==> config.mk <==
export PLATFORM = sky130hd
export DESIGN_NAME = result_unloader
export DESIGN_NICKNAME = d
export VERILOG_FILES = /design/src/rtl/result_unloader_pkg.sv /design/src/rtl/result_unloader.sv
export SDC_FILE = /design/constraint.sdc
export NUM_CORES = 1
export LEC_CHECK = 0
export BUFFER_PORTS_ARGS = -buffer_cell sky130_fd_sc_hd__buf_2
export CAP_MARGIN = 20
export CORE_MARGIN = 4
export CORE_UTILIZATION = 35
export DETAILED_ROUTE_END_ITERATION = 12
export HOLD_SLACK_MARGIN = 0.1
export PLACE_DENSITY = 0.6
export SYNTH_ARGS = -nofsm -noshare
export SYNTH_HDL_FRONTEND = slang
export SYNTH_SLANG_ARGS = --single-unit
==> constraint.sdc <==
create_clock -name clk -period 40.7 [get_ports clk]
set_clock_uncertainty 0.05 [all_clocks]
set_input_delay 4.07 -clock clk [delete_from_list [all_inputs] [get_ports clk]]
set_output_delay 4.07 -clock clk [all_outputs]
set_load 0.01 [all_outputs]
==> src/rtl/result_unloader_pkg.sv <==
// rtl/result_unloader_pkg.sv - shared types and helpers for matrix-multiplier result consumers
//
// Purpose: FSM state type, default geometry constants and the flat-vector
// element-select helpers reused by every reader of the multiplier result.
package result_unloader_pkg;

  // Default geometry (4x4 matrix of 32-bit elements).
  localparam int unsigned ROW_DEF   = 4;
  localparam int unsigned COL_DEF   = 4;
  localparam int unsigned WIDTH_DEF = 32;
  localparam int unsigned N_ELEM    = ROW_DEF * COL_DEF;
  localparam int unsigned IDX_W     = $clog2(N_ELEM);

  typedef enum logic {
    IDLE = 1'b0,
    SEND = 1'b1
  } state_e;

  // Index counter width; a single-element result still needs one bit.
  function automatic int unsigned idx_width(input int unsigned n);
    return (n > 1) ? $clog2(n) : 1;
  endfunction

  // Bit offset of element k (k = r*COL + c) inside the flat result vector.
  function automatic int unsigned elem_lsb(input int unsigned k, input int unsigned width);
    return k * width;
  endfunction

endpackage

==> src/rtl/result_unloader.sv <==
// rtl/result_unloader.sv - captures the multiplier result and streams it out element by element
//
// Purpose: on a rising edge of done_in, snapshot result_in into a shadow
// register and stream its ROW*COL elements (k = 0 first) over a valid/ready
// handshake, freeing the multiplier immediately after capture.
//
// Ports:
//   clk         system clock, rising edge
//   rst         synchronous active-low reset
//   done_in     multiplier done level; rising edge marks a new result
//   result_in   flat ROW*COL*WIDTH result vector
//   out_data    current element
//   out_valid   out_data valid
//   out_ready   consumer accepts the beat
//   out_last    current beat is element N-1
//   out_index   element index of current beat
//   busy        result captured and not fully drained
//   drain_done  one-cycle pulse after the final beat is accepted
//   overrun     sticky: a done edge arrived while streaming and was dropped
module result_unloader
  import result_unloader_pkg::*;
#(
  parameter  int WIDTH = 32,
  parameter  int ROW   = 4,
  parameter  int COL   = 4,
  localparam int N     = ROW * COL,
  localparam int IW    = idx_width(N)
) (
  input  logic                     clk,
  input  logic                     rst,
  input  logic                     done_in,
  input  logic [N*WIDTH-1:0]       result_in,
  output logic [WIDTH-1:0]         out_data,
  output logic                     out_valid,
  input  logic                     out_ready,
  output logic                     out_last,
  output logic [IW-1:0]            out_index,
  output logic                     busy,
  output logic                     drain_done,
  output logic                     overrun
);

  localparam logic [IW-1:0] LAST_IDX = IW'(N - 1);

  state_e           state_q;
  logic             done_q;
  logic [IW-1:0]    idx_q;
  logic             valid_q;
  logic             busy_q;
  logic             drain_done_q;
  logic             overrun_q;
  logic [WIDTH-1:0] shadow_q [N];

  logic done_edge;
  logic xfer;
  logic at_last;

  assign done_edge = done_in & ~done_q;
  assign xfer      = valid_q & out_ready;
  assign at_last   = (idx_q == LAST_IDX);

  // Data, index and last all derive from registers only, so they hold
  // stable across stalls without any extra enable logic.
  assign out_data   = shadow_q[idx_q];
  assign out_index  = idx_q;
  assign out_last   = valid_q & at_last;
  assign out_valid  = valid_q;
  assign busy       = busy_q;
  assign drain_done = drain_done_q;
  assign overrun    = overrun_q;

  always_ff @(posedge clk) begin
    if (!rst) begin
      state_q      <= IDLE;
      // Held high so a done level already asserted out of reset is not an edge.
      done_q       <= 1'b1;
      idx_q        <= '0;
      valid_q      <= 1'b0;
      busy_q       <= 1'b0;
      drain_done_q <= 1'b0;
      overrun_q    <= 1'b0;
      for (int k = 0; k < N; k++) begin
        shadow_q[k] <= '0;
      end
    end else begin
      done_q       <= done_in;
      drain_done_q <= 1'b0;

      case (state_q)
        IDLE: begin
          if (done_edge) begin
            for (int k = 0; k < N; k++) begin
              shadow_q[k] <= result_in[elem_lsb(k, WIDTH) +: WIDTH];
            end
            idx_q   <= '0;
            valid_q <= 1'b1;
            busy_q  <= 1'b1;
            state_q <= SEND;
          end
        end

        SEND: begin
          if (xfer && at_last) begin
            drain_done_q <= 1'b1;
            idx_q        <= '0;
            if (done_edge) begin
              // Next result lands exactly as the previous one finishes:
              // recapture and keep streaming with no bubble.
              for (int k = 0; k < N; k++) begin
                shadow_q[k] <= result_in[elem_lsb(k, WIDTH) +: WIDTH];
              end
            end else begin
              valid_q <= 1'b0;
              busy_q  <= 1'b0;
              state_q <= IDLE;
            end
          end else begin
            if (xfer) begin
              idx_q <= idx_q + 1'b1;
            end
            // The shadow is still in use, so a new result cannot be taken.
            if (done_edge) begin
              overrun_q <= 1'b1;
            end
          end
        end

        default: begin
          state_q <= IDLE;
          valid_q <= 1'b0;
          busy_q  <= 1'b0;
        end
      endcase
    end
  end

endmodule

-- Yosys cells after proc, flatten, opt, wreduce, memory -nomap -nowiden
Memory sizes are Yosys's and may differ from the RTL's. A register that Yosys moved wholly into a read port is not among the register bits.
Cells that the tools add are included.
- flip-flop bits (word level): 9
- memories: 1
- input port bits: 516
- memory bits (writable): 512
- output and inout bits: 41
- memories (memory ; words ; width ; read ports ; clocked after Yosys merged registers in ; wr ports ; line ; source):
    shadow_q ; 16 ; 32 ; 1 ; 1 ; 16 ; result_unloader.sv:52 ; logic [WIDTH-1:0] shadow_q [N];
- muxes and demuxes: 54
- reductions and logical operators: 5
- bitwise operators: 38
- $add $sub $neg: 1
- equal/unequal tests: 5
- operators with widths (kind ; count):
    two-way mux 32 bit ; 32
    OR 1 bit ; 32
    two-way mux 4 bit ; 5
    two-way mux 1 bit ; 14
    case mux 4 bit (2 select lines) ; 1
    AND reduction 3 bit ; 2
    adder 4 x 1 -> 4 bit, second input constant ; 1
    equality test 4 bit, second input constant ; 1
    inequality test 2 bit, second input constant ; 2
    case mux 1 bit (2 select lines) ; 2
    AND reduction 2 bit ; 2
    AND 1 bit ; 3
    inequality test 3 x 1 -> 1 bit, second input constant ; 1
    inverter 1 bit ; 3
    inequality test 2 x 1 -> 1 bit, second input constant ; 1
    logical AND 1 bit ; 1

-- Logic depth before layout (Yosys ltp)
Gate-level depths: netlist (run 1).
- word-level depth: 8
- gate-level depth with buffers: 7
- depth with buffers taken out: 4

-- Worst setup path before layout (run 1)
OpenSTA, ideal clock, no wires.
- path type: input-to-reg
- start: input port out_ready
- end: memory shadow_q[1][0] (enable)
- path slack: 19.197 ns
- stages: 6
- arrival time: 20.335 ns
- path buffers: 3
- required time: 39.532 ns
- library setup time: 1.118 ns
- cell sequence: nand2_1 > o21a_1 > buf_6 > buf_6 > buf_6 > o21ai_0
- RTL lines (what ; line ; source):
    start: declaration ; result_unloader.sv:35 ; input logic out_ready,
    end: declaration ; result_unloader.sv:52 ;

==> flow_summary_export.csv, run 1 <==
group,metric,value,unit
sta,setup_viol,0,
clocking,clockBufferDepth,3,
clocking,cts_root_buf,"clkbuf_16",
sta,post-route-period-util,0.204,
floorplan,coreArea,72000,um2
clocking,numCtsBuffers,59,
yosys,syn_area_per_cell,16.5,um2
yosys,synth_edf_count,512,
floorplan,io_pins,557,
drt,ant_nets,0,
finish,final_util,0.430,
yosys,synthArstFlopShare,0,
run,drv_cap,0,
pwr,p_leak,11.2,nW
drt,wire_per_inst,26.3,um
yosys,synth_nets,2071,
grt,grt_pass1_vias,17300,
placed_design,hpwl,53100,um
yosys,synth-seq-cells,525,
sta,period_minus_slack,8310,ps
drt,vias_per_cell,5.42,
drt,drc,0,
pwr,ir_worst_vdd,0.0337,mV
clocking,cts-resized-gates,0,
sta,relSlewSlack,0.231,
clocking,insertion_delay,580,ps
floorplan,die_h,278,um
pwr,p_per_area,41.8,nW/um2
clocking,cts_setup_buffers,0,
finish,mostFrequentLayoutCells,"buf_2 (555), edfxtp_1 (512), and2_1 (193)",
sta,finalMaxSlewViolations,0,
floorplan,fp-row-count,98,
sta,setup_tns,0,ps
critical_path,critPathLaunchType,"flop",
drt,drt-initial-drc-count,1689,
grt,grt_use_total,0.198,
pwr,finalPower,1.29,mW
yosys,syn_inst,1554,
clocking,cts_tree,"yes",
grt,grt_max_degree,193,
floorplan,die_area,77500,um2
critical_path,critPathKind,"flop to output pin",
placed_design,port-buffer-count,556,
critical_path,end_kind,"output pin",
placed_design,gp_congestion,0.848,
grt,grt_pass1_wl,116000,um
yosys,synth_cell_types,36,
sta,finalHoldViolCount,0,
critical_path,cp_max_fo,36,
yosys,yosysWarnings,0,
finish,syn_to_final_growth,20.9,%
grt,grt.overflow.total,0,
floorplan,floorplan.initialDensity,0.355,
sta,rsz0062_at_grt,"no",
finish,drive_above_1_share,0.482,
worst_hold_path,hold_path.class,"flop to flop",
critical_path,crit_arrival,4190,ps
yosys,synth_top_flop_cell,"edfxtp_1",
critical_path,crit_required,36580,ps
drt,vias,16400,
clocking,clk_pin_slew,60,ps
sta,tightest_slew,1150,ps
finish,final_area,30900,um2
finish,nets,2540,
clocking,cts_sinks,525,
yosys,yosysSeqAreaShare,0.611,
sta,fmax,120,MHz
clocking,ctsHoldBuffers,0,
clocking,htree_levels,2,
finish,mostFrequentLayoutCell,"buf_2",
grt,grt_antenna_before_repair,27,
floorplan,die_w,278,um
drt,wl,79600,um
sta,hold_slack,418,ps
drt,drtPass1Iterations,5,
placed_design,placed_cell_area,28900,um2
yosys,syn-cell-area,25600,um2
outcome,status,"completed",
cells in the mapped netlist, drive strengths merged, types with 2 or more instances:
cell type / number / area, um2
o211ai: 4 / 30.0
inv: 80 / 300
o21ai: 5 / 25.0
nor2: 2 / 7.51
nand3: 3 / 20.0
a22oi: 64 / 480
mux4: 128 / 2880
nand2b: 2 / 12.5
nand2: 33 / 124
edfxtp: 512 / 15400
and2: 194 / 1210
dfxtp: 13 / 260
a21oi: 4 / 20.0
nor4: 77 / 519
buf: 81 / 586
clkbuf: 93 / 349
nand4: 2 / 12.5
nor4b: 243 / 3250
nor2b: 3 / 18.8
o21a: 2 / 15.0
cell families after synthesis:
group | count (synthesis) | share of synthesized area
muxes | 128 | 0.113
buffers and inverters | 254 | 0.0483
and+or+nand+nor | 563 | 0.204
xor gates and xnor gates | 1 | 0.000342
adders and majority gates | 1 | 0.000489
DFF | 525 | 0.611
AOI/OAI and AO/OA | 82 | 0.0232
per-layer routing:
metal  global-route usage  up-vias  share of wire
met5                    0        -         0.0022
met3               0.0489      105          0.085
met4               0.0376       26          0.017
met2                0.314      697           0.47
li1                     -     7152              -
met1                0.282     8433           0.43
final cells by class:
class / count / area, um2
Fill cell: 6531 / 41000
Sequential cell: 525 / 15600
Multi-Input combinational cell: 775 / 8780
Timing Repair Buffer: 582 / 3030
Clock buffer: 68 / 1510
Tap cell: 950 / 1190
Clock inverter: 35 / 433
Inverter: 80 / 308
Antenna cell: 14 / 35.0
per-stage QoR:
stage / instances / worst slack, ps
detailed placement: 2911 / 32860
global route: 3018 / 32040
finish: 3029 / 32390
global placement: 2911 / 32910
floorplan: 1554 / 19200
CTS: 3014 / 32200
sequential cells by signal, indices dropped and copies added (netlist names), named ones only:
name and flops:
state_q 1, overrun 1, drain_done 1, out_valid 1
done_q 1, out_index 4, shadow_q 512
critical path, cell delays in order (launching register included):
cell     delay, ps
dfxtp_4        610
buf_4          680
buf_4          640
mux4_2         580
a22oi_1        540
nand2_1        270
buf_2          210
power breakdown:
| part | internal (mW) | switching (mW) |
|---|---|---|
| Combinational | 0.0454 | 0.0625 |
| Sequential | 0.629 | 0.00933 |
| Clock | 0.327 | 0.219 |
| Total | 1.00 | 0.291 |
final timing paths:
check,startpoint,endpoint,slack (ps),cells after the start
worst max-delay path,flop,out_data[28],32390,6
worst min-delay path,overrun,overrun,420,2
worst max register to register,out_index[0],shadow_q[7][27],36860,6
worst min register to register,overrun,overrun,420,2
Power figures use the tool's default switching activity.
==> inputs of run 2 (changes only) <==
--- a/config.mk
+++ b/config.mk
@@ -11,7 +11,7 @@
 export CORE_UTILIZATION = 35
 export DETAILED_ROUTE_END_ITERATION = 12
 export HOLD_SLACK_MARGIN = 0.1
-export PLACE_DENSITY = 0.6
+export PLACE_DENSITY = 0.63
 export SYNTH_ARGS = -nofsm -noshare
 export SYNTH_HDL_FRONTEND = slang
 export SYNTH_SLANG_ARGS = --single-unit
==> constraint.sdc (replaced) <==
create_clock -name clk -period 6.9 [get_ports clk]
set_clock_uncertainty 0.05 [all_clocks]
set_input_delay 0.69 -clock clk [delete_from_list [all_inputs] [get_ports clk]]
set_output_delay 0.69 -clock clk [all_outputs]
set_load 0.01 [all_outputs]
==> flow_summary_export.csv, run 2 (same netlist as run 1, synthesis figures left out) <==
group,metric,value,unit
critical_path,r2r_cells,6,
grt,grt_pass1_vias,17500,
grt,grt_antenna_before_repair,39,
clocking,insertion_delay,610,ps
floorplan,coreArea,72000,um2
run,drv_cap,0,
critical_path,end_kind,"output pin",
drt,vias,16500,
sta,finalHoldViolCount,0,
clocking,cts-resized-gates,0,
finish,multiInputGateArea,8780,um2
sta,tightest_slew,1120,ps
drt,wire_per_inst,26.1,um
sta,rsz0062_at_grt,"no",
drt,wl,79700,um
outcome,status,"completed",
finish,final_util,0.431,
sta,setup_viol,0,
drt,drtPass1Iterations,5,
finish,fillers,6496,
placed_design,gp_congestion,0.873,
finish,final_area,31000,um2
sta,fmax,233,MHz
sta,hold_slack,285,ps
floorplan,floorplan.initialDensity,0.355,
floorplan,die_h,278,um
drt,vias_per_cell,5.42,
clocking,cts_sinks,525,
clocking,cts_root_buf,"clkbuf_16",
finish,nets,2543,
clocking,htree_levels,2,
placed_design,placed_cell_area,29000,um2
critical_path,crit_arrival,3560,ps
sta,post-route-period-util,0.623,
floorplan,fp-row-count,98,
pwr,p_per_area,246,nW/um2
sta,setup_ws,2600,ps
floorplan,die_w,278,um
finish,mostFrequentLayoutCells,"buf_2 (555), edfxtp_1 (512), and2_1 (193)",
grt,grt_use_total,0.198,
critical_path,crit_required,6160,ps
critical_path,reg2reg_from,"out_index[0]",
pwr,p_leak,11.2,nW
finish,final-instance-count-excl-fill,3048,
finish,largest_reg_flops,512,
clocking,cts_tree,"yes",
floorplan,io_pins,557,
placed_design,pre_cts_ws,3140,ps
drt,drt-initial-drc-count,1633,
pwr,ir_worst_vdd,0.191,mV
worst_hold_path,hold_path.class,"input port to flop",
drt,drc,0,
finish,regMostFlops,"shadow_q",
critical_path,cp.depth,6,
grt,grt_pass1_wl,115000,um
sta,setup_tns,0,ps
critical_path,r2r_end,"shadow_q[10][13]",
floorplan,die_area,77500,um2
pwr,finalPower,7.65,mW
critical_path,cp_max_fo,41,
clocking,cts_setup_buffers,0,
placed_design,port-buffer-count,556,
critical_path,crit_path_cell_trace,"buf_4 -> buf_4 -> mux4_2 -> a22oi_1 -> nand2_1 -> buf_2",
finish,drive_above_1_share,0.483,
grt,grt.overflow.total,0,
sta,relSlewSlack,0.253,
finish,mostFrequentLayoutCell,"buf_2",
clocking,clockBufferDepth,3,
critical_path,critPathKind,"flop to output pin",
critical_path,path_buf_inv,3,
finish,syn_to_final_growth,21.3,%
critical_path,critPathLaunchType,"flop",
placed_design,hpwl,53700,um
critical_path,max_stage_delay,800,ps
critical_path,crit_end,"out_data[26]",
finish,regArea,15600,um2
critical_path,critical_path.slowest_cell,"dfxtp_4",
sta,finalMaxSlewViolations,0,
clocking,numCtsBuffers,60,
placed_design,dp.cells,2914,
clocking,ctsHoldBuffers,0,
critical_path,rrSetupSlack,3490,ps
clocking,clk_pin_slew,60,ps
critical_path,cp_top_family,"buffers and inverters",
grt,grt_max_degree,171,
drt,ant_nets,0,
sta,period_minus_slack,4300,ps
critical_path,worst_path_most_repeated_cell,"buf_4",
run 2: layer usage:
metal  wire (um)  up-vias  GRT usage  part of all wire
met5         246        -          0            0.0031
met4        1770       38     0.0472             0.022
met3        8160      143     0.0678              0.10
met2       37000      767      0.310              0.46
met1       32500     8379      0.267              0.41
li1            -     7192          -                 -
run 2: worst reg2reg max path: stages, from the launching register on:
cell and delay (ps):
dfxtp_1 420, ha_1 250, nand3_2 150, o21a_4 340, o21ai_4 250, buf_4 610, buf_4 920
run 2: worst min path at each step:
stage          slack (ps)     from      end  cells after the start
5_1_grt               260  done_in   done_q                      2
4_1_cts               220  done_in   done_q                      2
3_3_place_gp          390  overrun  overrun                      2
3_5_place_dp          390  overrun  overrun                      2
2_1_floorplan         420  overrun  overrun                      2
6_report              280  done_in   done_q                      2
run 2: final cells by class:
| type | instances | share of cell area |
|---|---|---|
| diodes | 21 | 0.00169 |
| clock buffers | 72 | 0.0505 |
| clock inverters | 41 | 0.0138 |
| inverters | 80 | 0.00992 |
| multi-input cells | 775 | 0.283 |
| flip-flops and latches | 525 | 0.504 |
| well taps | 950 | 0.0383 |
| repair buffers | 584 | 0.0986 |
run 2: where the power goes:
part,internal [mW],leakage [nW],switching (mW)
clock network,1.92,0.973,1.33
logic,0.268,4.81,0.365
registers,3.71,5.43,0.0571
==> inputs of run 3 (changes only) <==
--- a/config.mk
+++ b/config.mk
@@ -11,7 +11,7 @@
 export CORE_UTILIZATION = 35
 export DETAILED_ROUTE_END_ITERATION = 12
 export HOLD_SLACK_MARGIN = 0.1
-export PLACE_DENSITY = 0.63
+export PLACE_DENSITY = 0.6
 export SYNTH_ARGS = -nofsm -noshare
 export SYNTH_HDL_FRONTEND = slang
 export SYNTH_SLANG_ARGS = --single-unit
==> constraint.sdc (replaced) <==
create_clock -name clk -period 4 [get_ports clk]
set_clock_uncertainty 0.05 [all_clocks]
set_input_delay 0.4 -clock clk [delete_from_list [all_inputs] [get_ports clk]]
set_output_delay 0.4 -clock clk [all_outputs]
set_load 0.01 [all_outputs]
==> flow_summary_export.csv, run 3 (same netlist as run 1, synthesis figures left out) <==
group,metric,value,unit
outcome,status,"completed",
sta,period_minus_slack,3630,ps
finish,regMostFlops,"shadow_q",
drt,drc,0,
placed_design,placed_cell_area,29200,um2
finish,drive_above_1_share,0.418,
drt,wl,85100,um
clocking,clk_pin_slew,60,ps
critical_path,max_stage_delay,710,ps
floorplan,fp-row-count,98,
critical_path,cp_max_fo,42,
finish,final_util,0.485,
drt,vias,18100,
critical_path,crit_required,3550,ps
drt,wire_per_inst,24.8,um
grt,grt_use_total,0.212,
sta,setup_viol,0,
critical_path,end_kind,"output pin",
finish,nets,2928,
sta,fmax,276,MHz
grt,grt_pass1_wl,124000,um
drt,ant_nets,0,
floorplan,coreArea,72000,um2
finish,syn_to_final_growth,36.5,%
finish,final_area,34900,um2
pwr,ir_worst_vdd,0.294,mV
finish,mostFrequentLayoutCells,"buf_2 (555), edfxtp_1 (512), dlygate4sd3_1 (371)",
floorplan,die_w,278,um
sta,finalMaxSlewViolations,0,
grt,grt_pass1_vias,19200,
critical_path,critPathKind,"flop to output pin",
floorplan,die_h,278,um
sta,post-route-period-util,0.907,
grt,grt_antenna_before_repair,17,
sta,tightest_slew,1120,ps
critical_path,critPathLaunchType,"flop",
clocking,insertion_delay,620,ps
critical_path,cp_top_family,"flip-flops",
critical_path,critical_path.slowest_cell,"dfxtp_4",
grt,grt_max_degree,154,
drt,vias_per_cell,5.28,
finish,fillers,6059,
critical_path,crit_arrival,3180,ps
finish,mostFrequentLayoutCell,"buf_2",
pwr,p_leak,12.8,nW
pwr,p_per_area,382,nW/um2
clocking,htree_levels,2,
clocking,cts_sinks,525,
placed_design,dp.cells,2928,
critical_path,path_buf_inv,2,
floorplan,io_pins,557,
sta,relSlewSlack,0.254,
sta,setup_tns,0,ps
placed_design,gp_congestion,0.876,
critical_path,crit_path_cell_trace,"buf_12 -> mux4_2 -> a22oi_1 -> nand2_1 -> buf_2",
clocking,cts_tree,"yes",
clocking,cts_root_buf,"clkbuf_16",
drt,drtPass1Iterations,5,
run,drv_cap,0,
grt,grt.overflow.total,0,
sta,rsz0062_at_grt,"no",
drt,drt-initial-drc-count,1474,
finish,final-instance-count-excl-fill,3432,
placed_design,port-buffer-count,556,
finish,largest_reg_flops,512,
placed_design,hpwl,55600,um
floorplan,die_area,77500,um2
clocking,numCtsBuffers,60,
clocking,clockBufferDepth,3,
sta,finalHoldViolCount,0,
worst_hold_path,hold_path.class,"input port to flop",
floorplan,floorplan.initialDensity,0.355,
[run 3: changes by cell type in the layout (fill, tap and decap cells not counted), sizes merged]
cell / previous run / this run
dlygate4sd3: 0 / 371
buf: 584 / 598
clkbuf: 72 / 64
clkinv: 25 / 32
bufinv: 8 / 5
clkinvlp: 4 / 7
diode: 21 / 20
inv: 84 / 85
[run 3: what timing repair did]
action                                 CTS  global route
buffers inserted                         0             0
hold buffers                           370             1
gates resized for setup                  0             0
endpoints found under the hold margin  370             1
[run 3: metal layers]
layer	routed length, um	global-route usage	share of wire	vias to the layer above
met3	7340	0.0522	0.086	165
met1	36100	0.293	0.42	9075
li1	-	-	-	7944
met4	2930	0.0673	0.034	2
met5	13	0	0.00015	-
met2	38700	0.331	0.45	938
[run 3: area by class of cell]
type	instances	area, um2	area share
flip-flops and latches	525	15700	0.448
multi-input cells	775	8800	0.252
repair buffers	969	6980	0.200
clock buffers	64	1520	0.0434
well taps	950	1190	0.0340
clock inverters	49	428	0.0123
inverters	80	308	0.00881
diodes	20	50.0	0.00143
[run 3: worst register-to-register path, cell delays in order (launching register included)]
cell	delay [ps]
dfxtp_4	380
ha_4	160
nand3_4	100
o21a_4	370
o21ai_4	650
buf_4	520
[run 3: where the power goes]
part           leakage, nW  switching (mW)  internal [mW]  total (mW)
Combinational         6.46           0.721          0.717        1.44
Clock                0.948            2.33           3.09        5.42
Sequential            5.44           0.102           6.39        6.49
Total                 12.8            3.16           10.2        13.4
[run 3: stage by stage]
stage	power, mW	setup WS (ps)	hold slack (ps)
2_1_floorplan	7.21	-1310	420
3_3_place_gp	7.72	956	389
3_5_place_dp	7.74	950	395
4_1_cts	13.5	268	101
5_1_grt	13.8	129	101
6_report	13.4	373	132
[run 3: final timing paths]
kind / from / endpoint / slack, ps / cells after the start
worst max register to register: out_index[1] / shadow_q[1][7] / 1400 / 5
worst min register to register: overrun / overrun / 400 / 2
worst min-delay path: result_in[166] / shadow_q[5][6] / 130 / 2
worst max-delay path: flop / out_data[9] / 370 / 5
